--- config.mk ---
export PLATFORM = sky130hd
export DESIGN_NAME = data_memory_arbiter_flat
export DESIGN_NICKNAME = d
export VERILOG_FILES = /design/src/rtl/data_memory_arbiter_if.sv /design/src/rtl/data_memory_arbiter.sv /design/src/flat_wrapper.sv
export SDC_FILE = /design/constraint.sdc
export NUM_CORES = 1
export LEC_CHECK = 0
export CORE_MARGIN = 2
export CORE_UTILIZATION = 30
export CTS_CLUSTER_SIZE = 28
export DETAILED_ROUTE_END_ITERATION = 12
export PLACE_DENSITY = 0.86
export SLEW_MARGIN = 20
export SYNTH_ARGS = -nofsm -noshare
export SYNTH_HDL_FRONTEND = slang
export SYNTH_SLANG_ARGS = --single-unit
--- constraint.sdc ---
create_clock -name clk -period 1.78 [get_ports clk]
set_input_delay 0.178 -clock clk [delete_from_list [all_inputs] [get_ports clk]]
set_output_delay 0.178 -clock clk [all_outputs]
set_load 0.005 [all_outputs]
--- src/rtl/data_memory_arbiter_if.sv ---
// Request/grant bundle between the two requesters, the arbiter and the data memory port.
// slave = arbiter side; master = requesters plus the memory they share.
interface data_memory_arbiter_if #(
  parameter int DATAPATH_WIDTH = 32,
  parameter int ADDRESS_WIDTH  = 32
);
  logic                      req0;
  logic                      req1;
  logic                      we0;
  logic                      we1;
  logic [ADDRESS_WIDTH-1:0]  addr0;
  logic [ADDRESS_WIDTH-1:0]  addr1;
  logic [DATAPATH_WIDTH-1:0] wdata0;
  logic [DATAPATH_WIDTH-1:0] wdata1;
  logic                      lock0;
  logic                      lock1;
  logic                      gnt0;
  logic                      gnt1;
  logic                      rvalid0;
  logic                      rvalid1;
  logic [DATAPATH_WIDTH-1:0] rdata0;
  logic [DATAPATH_WIDTH-1:0] rdata1;
  logic                      memWriteEnable;
  logic [ADDRESS_WIDTH-1:0]  address;
  logic [DATAPATH_WIDTH-1:0] dataIn;
  logic [DATAPATH_WIDTH-1:0] dataOut;

  modport slave (
    input  req0, req1, we0, we1, addr0, addr1, wdata0, wdata1, lock0, lock1, dataOut,
    output gnt0, gnt1, rvalid0, rvalid1, rdata0, rdata1, memWriteEnable, address, dataIn
  );

  modport master (
    output req0, req1, we0, we1, addr0, addr1, wdata0, wdata1, lock0, lock1, dataOut,
    input  gnt0, gnt1, rvalid0, rvalid1, rdata0, rdata1, memWriteEnable, address, dataIn
  );
endinterface

--- src/rtl/data_memory_arbiter.sv ---
// Two-port arbiter for the single data memory port: zero-cycle grant, read data one cycle later.
// Losers simply hold req until granted; a locking owner keeps the port for at most MAX_LOCK grants.
module data_memory_arbiter #(
  parameter int DATAPATH_WIDTH = 32,
  parameter int ADDRESS_WIDTH  = 32,
  parameter int PRIORITY_MODE  = 0,
  parameter int MAX_LOCK       = 4
) (
  input  logic                  clk,
  input  logic                  resetN,
  data_memory_arbiter_if.slave  bus
);

  localparam int            CW      = $clog2(MAX_LOCK + 1);
  localparam logic [CW-1:0] MAX_CNT = CW'(MAX_LOCK);

  typedef enum logic {
    UNLOCKED = 1'b0,
    LOCKED   = 1'b1
  } lock_state_t;

  lock_state_t state, state_nxt;
  logic        owner, owner_nxt;
  logic [CW-1:0] cnt, cnt_nxt, cnt_run;
  logic        last_grant, last_grant_nxt;
  logic        force_vld, force_vld_nxt;
  logic        force_port, force_port_nxt;
  logic        keep;
  logic        pick;
  logic        g0;
  logic        g1;
  logic        win_lock;

  logic                      rvalid0_r;
  logic                      rvalid1_r;
  logic [DATAPATH_WIDTH-1:0] rdata0_r;
  logic [DATAPATH_WIDTH-1:0] rdata1_r;
  logic [ADDRESS_WIDTH-1:0]  addr_mux;
  logic [DATAPATH_WIDTH-1:0] wdata_mux;

  always_comb begin
    state_nxt      = state;
    owner_nxt      = owner;
    cnt_nxt        = cnt;
    cnt_run        = '0;
    last_grant_nxt = last_grant;
    force_vld_nxt  = 1'b0;
    force_port_nxt = force_port;
    pick           = 1'b0;
    g0             = 1'b0;
    g1             = 1'b0;

    keep = (state == LOCKED) &&
           (owner ? (bus.req1 && bus.lock1) : (bus.req0 && bus.lock0));

    if (keep) begin
      g0 = ~owner;
      g1 = owner;
    end else if (bus.req0 && bus.req1) begin
      // A just-expired lock hands the next tie to the other port, whatever the mode.
      if (force_vld)
        pick = force_port;
      else if (PRIORITY_MODE == 1)
        pick = 1'b0;
      else
        pick = ~last_grant;
      g0 = ~pick;
      g1 = pick;
    end else begin
      g0 = bus.req0;
      g1 = bus.req1;
    end

    if (!resetN) begin
      g0 = 1'b0;
      g1 = 1'b0;
    end

    win_lock = g1 ? bus.lock1 : bus.lock0;

    if (g0 || g1) begin
      last_grant_nxt = g1;
      if (win_lock) begin
        cnt_run = keep ? (cnt + CW'(1)) : CW'(1);
        if (cnt_run >= MAX_CNT) begin
          state_nxt      = UNLOCKED;
          cnt_nxt        = '0;
          force_vld_nxt  = 1'b1;
          force_port_nxt = ~g1;
        end else begin
          state_nxt = LOCKED;
          cnt_nxt   = cnt_run;
          owner_nxt = g1;
        end
      end else begin
        state_nxt = UNLOCKED;
        cnt_nxt   = '0;
      end
    end else begin
      state_nxt = UNLOCKED;
      cnt_nxt   = '0;
    end
  end

  always_ff @(posedge clk or negedge resetN) begin
    if (!resetN) begin
      state      <= UNLOCKED;
      owner      <= 1'b0;
      cnt        <= '0;
      last_grant <= 1'b1;
      force_vld  <= 1'b0;
      force_port <= 1'b0;
    end else begin
      state      <= state_nxt;
      owner      <= owner_nxt;
      cnt        <= cnt_nxt;
      last_grant <= last_grant_nxt;
      force_vld  <= force_vld_nxt;
      force_port <= force_port_nxt;
    end
  end

  always_ff @(posedge clk or negedge resetN) begin
    if (!resetN) begin
      rvalid0_r <= 1'b0;
      rvalid1_r <= 1'b0;
      rdata0_r  <= '0;
      rdata1_r  <= '0;
    end else begin
      rvalid0_r <= g0 && !bus.we0;
      rvalid1_r <= g1 && !bus.we1;
      if (g0 && !bus.we0)
        rdata0_r <= bus.dataOut;
      if (g1 && !bus.we1)
        rdata1_r <= bus.dataOut;
    end
  end

  // Port 0 drives the memory bus whenever port 1 is not the winner, including idle.
  assign addr_mux  = g1 ? bus.addr1  : bus.addr0;
  assign wdata_mux = g1 ? bus.wdata1 : bus.wdata0;

  assign bus.gnt0           = g0;
  assign bus.gnt1           = g1;
  assign bus.memWriteEnable = (g0 && bus.we0) || (g1 && bus.we1);
  assign bus.address        = addr_mux;
  assign bus.dataIn         = wdata_mux;
  assign bus.rvalid0        = rvalid0_r;
  assign bus.rvalid1        = rvalid1_r;
  assign bus.rdata0         = rdata0_r;
  assign bus.rdata1         = rdata1_r;

endmodule

--- src/flat_wrapper.sv ---
// flat-port wrapper written by rule: the top's interface ports become plain ports
module data_memory_arbiter_flat 
#(
  parameter int DATAPATH_WIDTH = 32,
  parameter int ADDRESS_WIDTH  = 32,
  parameter int PRIORITY_MODE  = 0,
  parameter int MAX_LOCK       = 4
)
  (clk, resetN, bus_req0, bus_req1, bus_we0, bus_we1, bus_addr0, bus_addr1, bus_wdata0, bus_wdata1, bus_lock0, bus_lock1, bus_dataOut, bus_gnt0, bus_gnt1, bus_rvalid0, bus_rvalid1, bus_rdata0, bus_rdata1, bus_memWriteEnable, bus_address, bus_dataIn);
  data_memory_arbiter_if #(.DATAPATH_WIDTH(DATAPATH_WIDTH), .ADDRESS_WIDTH(ADDRESS_WIDTH)) bus_i ();
  input  logic clk;
  input  logic resetN;
  input wire logic [$bits(bus_i.req0)-1:0] bus_req0;
  input wire logic [$bits(bus_i.req1)-1:0] bus_req1;
  input wire logic [$bits(bus_i.we0)-1:0] bus_we0;
  input wire logic [$bits(bus_i.we1)-1:0] bus_we1;
  input wire logic [$bits(bus_i.addr0)-1:0] bus_addr0;
  input wire logic [$bits(bus_i.addr1)-1:0] bus_addr1;
  input wire logic [$bits(bus_i.wdata0)-1:0] bus_wdata0;
  input wire logic [$bits(bus_i.wdata1)-1:0] bus_wdata1;
  input wire logic [$bits(bus_i.lock0)-1:0] bus_lock0;
  input wire logic [$bits(bus_i.lock1)-1:0] bus_lock1;
  input wire logic [$bits(bus_i.dataOut)-1:0] bus_dataOut;
  output wire logic [$bits(bus_i.gnt0)-1:0] bus_gnt0;
  output wire logic [$bits(bus_i.gnt1)-1:0] bus_gnt1;
  output wire logic [$bits(bus_i.rvalid0)-1:0] bus_rvalid0;
  output wire logic [$bits(bus_i.rvalid1)-1:0] bus_rvalid1;
  output wire logic [$bits(bus_i.rdata0)-1:0] bus_rdata0;
  output wire logic [$bits(bus_i.rdata1)-1:0] bus_rdata1;
  output wire logic [$bits(bus_i.memWriteEnable)-1:0] bus_memWriteEnable;
  output wire logic [$bits(bus_i.address)-1:0] bus_address;
  output wire logic [$bits(bus_i.dataIn)-1:0] bus_dataIn;
  assign bus_i.req0 = bus_req0;
  assign bus_i.req1 = bus_req1;
  assign bus_i.we0 = bus_we0;
  assign bus_i.we1 = bus_we1;
  assign bus_i.addr0 = bus_addr0;
  assign bus_i.addr1 = bus_addr1;
  assign bus_i.wdata0 = bus_wdata0;
  assign bus_i.wdata1 = bus_wdata1;
  assign bus_i.lock0 = bus_lock0;
  assign bus_i.lock1 = bus_lock1;
  assign bus_i.dataOut = bus_dataOut;
  assign bus_gnt0 = bus_i.gnt0;
  assign bus_gnt1 = bus_i.gnt1;
  assign bus_rvalid0 = bus_i.rvalid0;
  assign bus_rvalid1 = bus_i.rvalid1;
  assign bus_rdata0 = bus_i.rdata0;
  assign bus_rdata1 = bus_i.rdata1;
  assign bus_memWriteEnable = bus_i.memWriteEnable;
  assign bus_address = bus_i.address;
  assign bus_dataIn = bus_i.dataIn;
  data_memory_arbiter #(.DATAPATH_WIDTH(DATAPATH_WIDTH), .ADDRESS_WIDTH(ADDRESS_WIDTH), .PRIORITY_MODE(PRIORITY_MODE), .MAX_LOCK(MAX_LOCK)) u_core (.clk(clk), .resetN(resetN), .bus(bus_i));
endmodule
* Yosys cells after proc, flatten, opt, wreduce, memory -nomap -nowiden
Index checks and enable logic that the tools add are counted.
** Cells by class
- Add/sub/neg operators :: 1
- Multipliers :: 0
- Divide/modulo/power cells :: 0
- Magnitude comparators :: 1
- Equal/unequal tests :: 0
- Shift-type cells :: 0
- Muxes and demuxes :: 23
- Bitwise operators :: 5
- Reduce and logical (&&, ||, !) cells :: 14
** Operator list (number)
- $mux 32 :: 2
- $mux 1 :: 17
- $mux 3 :: 4
- $logic_and 1x1->1 :: 8
- $reduce_and 3->1 :: 2
- $not 1->1 :: 5
- $add 3x1->3 const B :: 1
- $ge 3x3->1 const B :: 1
- $logic_not 1->1 :: 2
- $logic_or 1x1->1 :: 2
** Word-level totals
- Flip-flop bits (word level) :: 74
- Latch bits :: 0
- RAM bits :: 0
- Bits in read-only memories :: 0
- Input bits :: 168
- Output and inout bits :: 133
- Word-level logic and storage cells :: 54
- Memories kept :: 0

* Logic depth before layout (Yosys ltp)
Gate-level depths: netlist of the first run.
- Word-level depth :: 10
- Mapped depth :: 7
- Mapped depth without buffers :: 5

* Worst setup path before layout of the first run
OpenSTA, ideal clock, no wires.
- Path kind :: reg-to-reg
- Start :: register u_core.owner
- End :: register u_core.rdata0_r[10] (netlist: u_core.bus.rdata0[10])
- Library setup time :: 125 ps
- Arrival :: 1811 ps
- Data required time :: 1655 ps
- Setup slack :: -156 ps
- Cell stages (with the launch flop) :: 8
- Buffers on the path :: 2
- Clock period less this slack :: 1936 ps
- Cell sequence :: dfrtp_1 > and3_4 > o21a_4 > o31ai_4 > and2b_1 > buf_6 > buf_12 > mux2_4
** Between the ends
- Longest elaborated chain between the ends :: 5
- Elaborated cells on any way between the ends :: 6
- Those cells by class :: 3 x mux; 1 x bitwise; 2 x reduce/logical
** RTL lines
- start, declared :: line data_memory_arbiter.sv:23 : logic owner, owner_nxt;
- start signal, assigned :: line data_memory_arbiter.sv:115 : owner <= owner_nxt;
- $mux 1 :: line data_memory_arbiter.sv:54 : (owner ? (bus.req1 && bus.lock1) : (bus.req0 && bus.lock0));
- $logic_and 1x1->1 :: line data_memory_arbiter.sv:53 : keep = (state == LOCKED) &&
- $mux 1 * :: line data_memory_arbiter.sv:56 : if (keep) begin
- $mux 1 * :: line data_memory_arbiter.sv:74 : if (!resetN) begin
- named net bus_gnt0 :: line flat_wrapper.sv:24 : output wire logic [$bits(bus_i.gnt0)-1:0] bus_gnt0;
- $logic_and 1x1->1 * :: line data_memory_arbiter.sv:132 : if (g0 && !bus.we0)
- end signal, assigned :: line data_memory_arbiter.sv:133 : rdata0_r <= bus.dataOut;
- end, declared :: line data_memory_arbiter.sv:36 : logic [DATAPATH_WIDTH-1:0] rdata0_r;
Mark *: on every way through the listed nets, which the timed path passes. The rest lies on a longest branch.
A chain may end at the register's enable or synchronous reset.

* Worst setup path after layout of the first run
- Start :: register u_core.owner
- End :: output port bus_dataIn[26]
** Between the ends
- Longest elaborated chain between the ends :: 5
** RTL lines
- $mux 1 :: line data_memory_arbiter.sv:54
- $logic_and 1x1->1 :: line data_memory_arbiter.sv:53
- $mux 1 * :: line data_memory_arbiter.sv:56
- $mux 1 * :: line data_memory_arbiter.sv:74
- $mux 32 * :: line data_memory_arbiter.sv:141 : assign wdata_mux = g1 ? bus.wdata1 : bus.wdata0;
- end, declared :: line flat_wrapper.sv:32 : output wire logic [$bits(bus_i.dataIn)-1:0] bus_dataIn;
Every way passes the cells marked *; elsewhere a longest branch is shown, timed or not.

==> results of run 1 <==
## cell families (layout without fill, tap and decap cells)
logic type                 after synthesis  count (layout)
muxes                                  129             129
DFF                                     74              74
buffers and inverters                   21             387
and+or+nand+nor                         16              16
AOI/OAI and AO/OA                       13              13
adders and majority gates                1               1
other                                    1               1
xor gates and xnor gates                 1               1
## worst max-delay path, stage by stage (launching register included)
cell and delay [ns]:
dfrtp_1 0.42, and3b_2 0.29, o21ai_4 0.07, a41oi_4 0.22, buf_8 0.16, buf_6 0.13
buf_16 0.14, mux2_4 0.32, buf_6 0.12
## layout make-up
cell class	count	area (sq um)	area share
multi-input cells	161	2280	0.263
clock inverters	7	83.8	0.00968
repair buffers	364	3970	0.459
clock buffers	9	225	0.0260
flip-flops and latches	74	1850	0.214
inverters	7	31.3	0.00361
well taps	172	215	0.0248
## metal layers
| layer | part of all wire | GRT usage |
|---|---|---|
| met1 | 0.40 | 0.276 |
| met2 | 0.51 | 0.382 |
| met3 | 0.064 | 0.0592 |
| met4 | 0.026 | 0.0847 |
| met5 | 0.0015 | 0 |
## stage by stage
stage / instance area [sq um] / instances / hold WS [ns] / power (mW) / util
global placement: 7470 / 738 / 0.149 / 5.43 / 0.594
global route: 8660 / 794 / 0.160 / 8.18 / 0.689
CTS: 8680 / 797 / 0.111 / 7.85 / 0.690
finish: 8660 / 794 / 0.0811 / 7.83 / 0.689
floorplan: 4210 / 256 / -0.118 / 3.63 / -
detailed placement: 7470 / 738 / 0.160 / 5.51 / 0.594
## cell usage after synthesis
cell and number:
dfrtp_1 73, o31ai_4 1, o41a_2 1, buf_4 7
and4_2 1, nand4_1 2, buf_2 3, a21oi_1 1
and2b_1 2, nor3_1 1, a31oi_1 1, nor2_2 1
nor2_1 3, nand3_1 1, o21a_4 1, buf_12 3
o21ai_0 2, mux2_4 29, a2bb2oi_1 1, o21ai_2 1
a22o_1 1, dfstp_2 1, mux2_1 28, and2b_2 1
buf_6 1, inv_1 6, nor2b_1 1, a41oi_2 1
o21ai_1 1, and3b_1 1, mux2_2 72, inv_2 1
xnor2_1 1, nand2b_1 1, and3_4 1, ha_1 1
conb_1 1, o31ai_2 1
## worst max-delay path by stage
stage          slack (ns)                     to          from  cells past startpoint
5_1_grt             -0.64         bus_dataIn[26]  u_core.owner                      8
3_5_place_dp        -0.85        bus_address[25]      bus_req1                      7
3_3_place_gp        -0.82        bus_address[25]      bus_req1                      7
2_1_floorplan       -0.15  u_core.bus.rdata0[10]  u_core.owner                      7
4_1_cts             -0.66        bus_address[13]  u_core.owner                      9
6_report            -0.59         bus_dataIn[26]  u_core.owner                      8
## flip-flops by register name, indices dropped and copies added, names as in the netlist
name	cells
u_core.bus.rdata0	32
u_core.bus.rdata1	32
u_core.bus.rvalid0	1
u_core.bus.rvalid1	1
u_core.cnt	3
u_core.force_port	1
u_core.force_vld	1
u_core.last_grant	1
u_core.owner	1
u_core.state	1
## repair_timing
action	4_1_cts	5_1_grt
buffers inserted	29	5
hold buffers	2	0
pin swaps	6	7
endpoints found under the setup margin	135	138
hold endpoints to repair	7	0
gates cloned	13	1
resized for setup	394	28
## where the power goes
| group | switching (mW) | internal (mW) |
|---|---|---|
| clock | 0.756 | 1.11 |
| sequential | 0.295 | 2.17 |
| combinational | 0.997 | 2.50 |
| total | 2.05 | 5.78 |
==> summary.txt, run 1 <==
status = complete, but fails checks
failing checks = negative setup slack
Synth area leaders = dfrtp_1, mux2_2, mux2_4, mux2_1, buf_12
worst-margin pin slew = 0.829 ns
DRT Pass-1 Iters = 4
unrepaired setup endpoints after global routing = yes
Final Cycle Share = 1.33
Avg Inst Size Synth = 15.0 sq um
FF-to-FF path depth = 11
WL/cell = 21.2 microns
Post-Synth Simple-Gate Area = 0.0277
Synth Area in Compound Gates = 0.0339
Vias = 3684
Reg-to-Reg End = u_core.bus.rdata1[29]
clk buf depth = 2
Seq cells post-synth = 74
Arr. time, crit path = 2.19 ns
Synth area leader = dfrtp_1
post-synthesis cell count = 256
number of global-route vias before repair = 4136
Yosys cell types = 38
multiplexer share of the synthesized area = 0.407
die area = 0.0137 sq mm
CTS root buffer = clkbuf_16
fill count = 835
total gr overflow = 0
commonest non-fill, non-tap cell in the layout = clkdlybuf4s50_1
post-route ant nets = 0
aggregate routed wire length = 16800 microns
first-pass GRT wire length = 23100 microns
max cap viols = 0
final worst path period need = 2.37 ns
Die W = 117 microns
initial core utilization = 0.306
CTS clk-pin slew, worst paths = 0.06 ns
Num CTS Buffers = 9
sequential-to-total area share from yosys stat = 0.482
Cell Area, Synth = 0.00384 sq mm
Hold Crit Class = primary input to asynchronous set/reset pin
CTS tree = built
# IOs = 301
dpl hpwl = 11200 microns
antenna violations before repair = 2
Clk Latency, worst-skew pair = 0.33 ns
leakage = 3.99 nW
ant diodes = 0
dpl ws = -0.848 ns
total core area = 0.0126 sq mm
Via density = 4.64
Final Worst Setup Slack = -0.589 ns
clock skew = 0.00571 ns
largest net degree at the start of global routing = 67
type of the worst setup path = flop to output pin
Final GP Congestion = 0.817
Core Rows = 41
max_slew headroom = 0.447
Hold Fails Final Rpt = 0
main combinational cell family by area after synthesis = multiplexers
port bufs = 300
FF-to-FF Start = u_core.owner
R2R setup slack = -0.57 ns
startpoint types = flop
f_max = 422 MHz
setup_tns = -62.88 ns
Final setup violation count = 136
share of cells above drive strength 1 = 0.477
H-tree levels = 3
Req. time, crit path = 1.60 ns
commonest non-fill, non-tap cells in the layout = clkdlybuf4s50_1, mux2_4, buf_6
Synth Area in XOR/XNOR = 0.00228
Remaining DRCs = 0
Adder-Cell Fraction of Synth Area = 0.00326
die height = 117 microns
Ys Warns = 0
Critical Path End Type = output pin
Final Slew Violations = 0
total track usage = 0.226
Worst VDD drop = 0.503 mV
crit path max fanout = 8
nets = 786
Yosys top cell area share = 0.476
CTS sink count = 74
Area Overhead vs Synth = 126%
Mapped Nets = 425
DR iter-0 viols = 198
power density cells = 904 mW/mm^2
No activity file was read; power rests on OpenSTA's default activity.
==> run 2: changes to the inputs <==
- CAP_MARGIN: unset -> 10
- CTS_CLUSTER_DIAMETER: unset -> 50
==> results of run 2 <==
Final layout, timing and power as in run 1 (identical DEF).
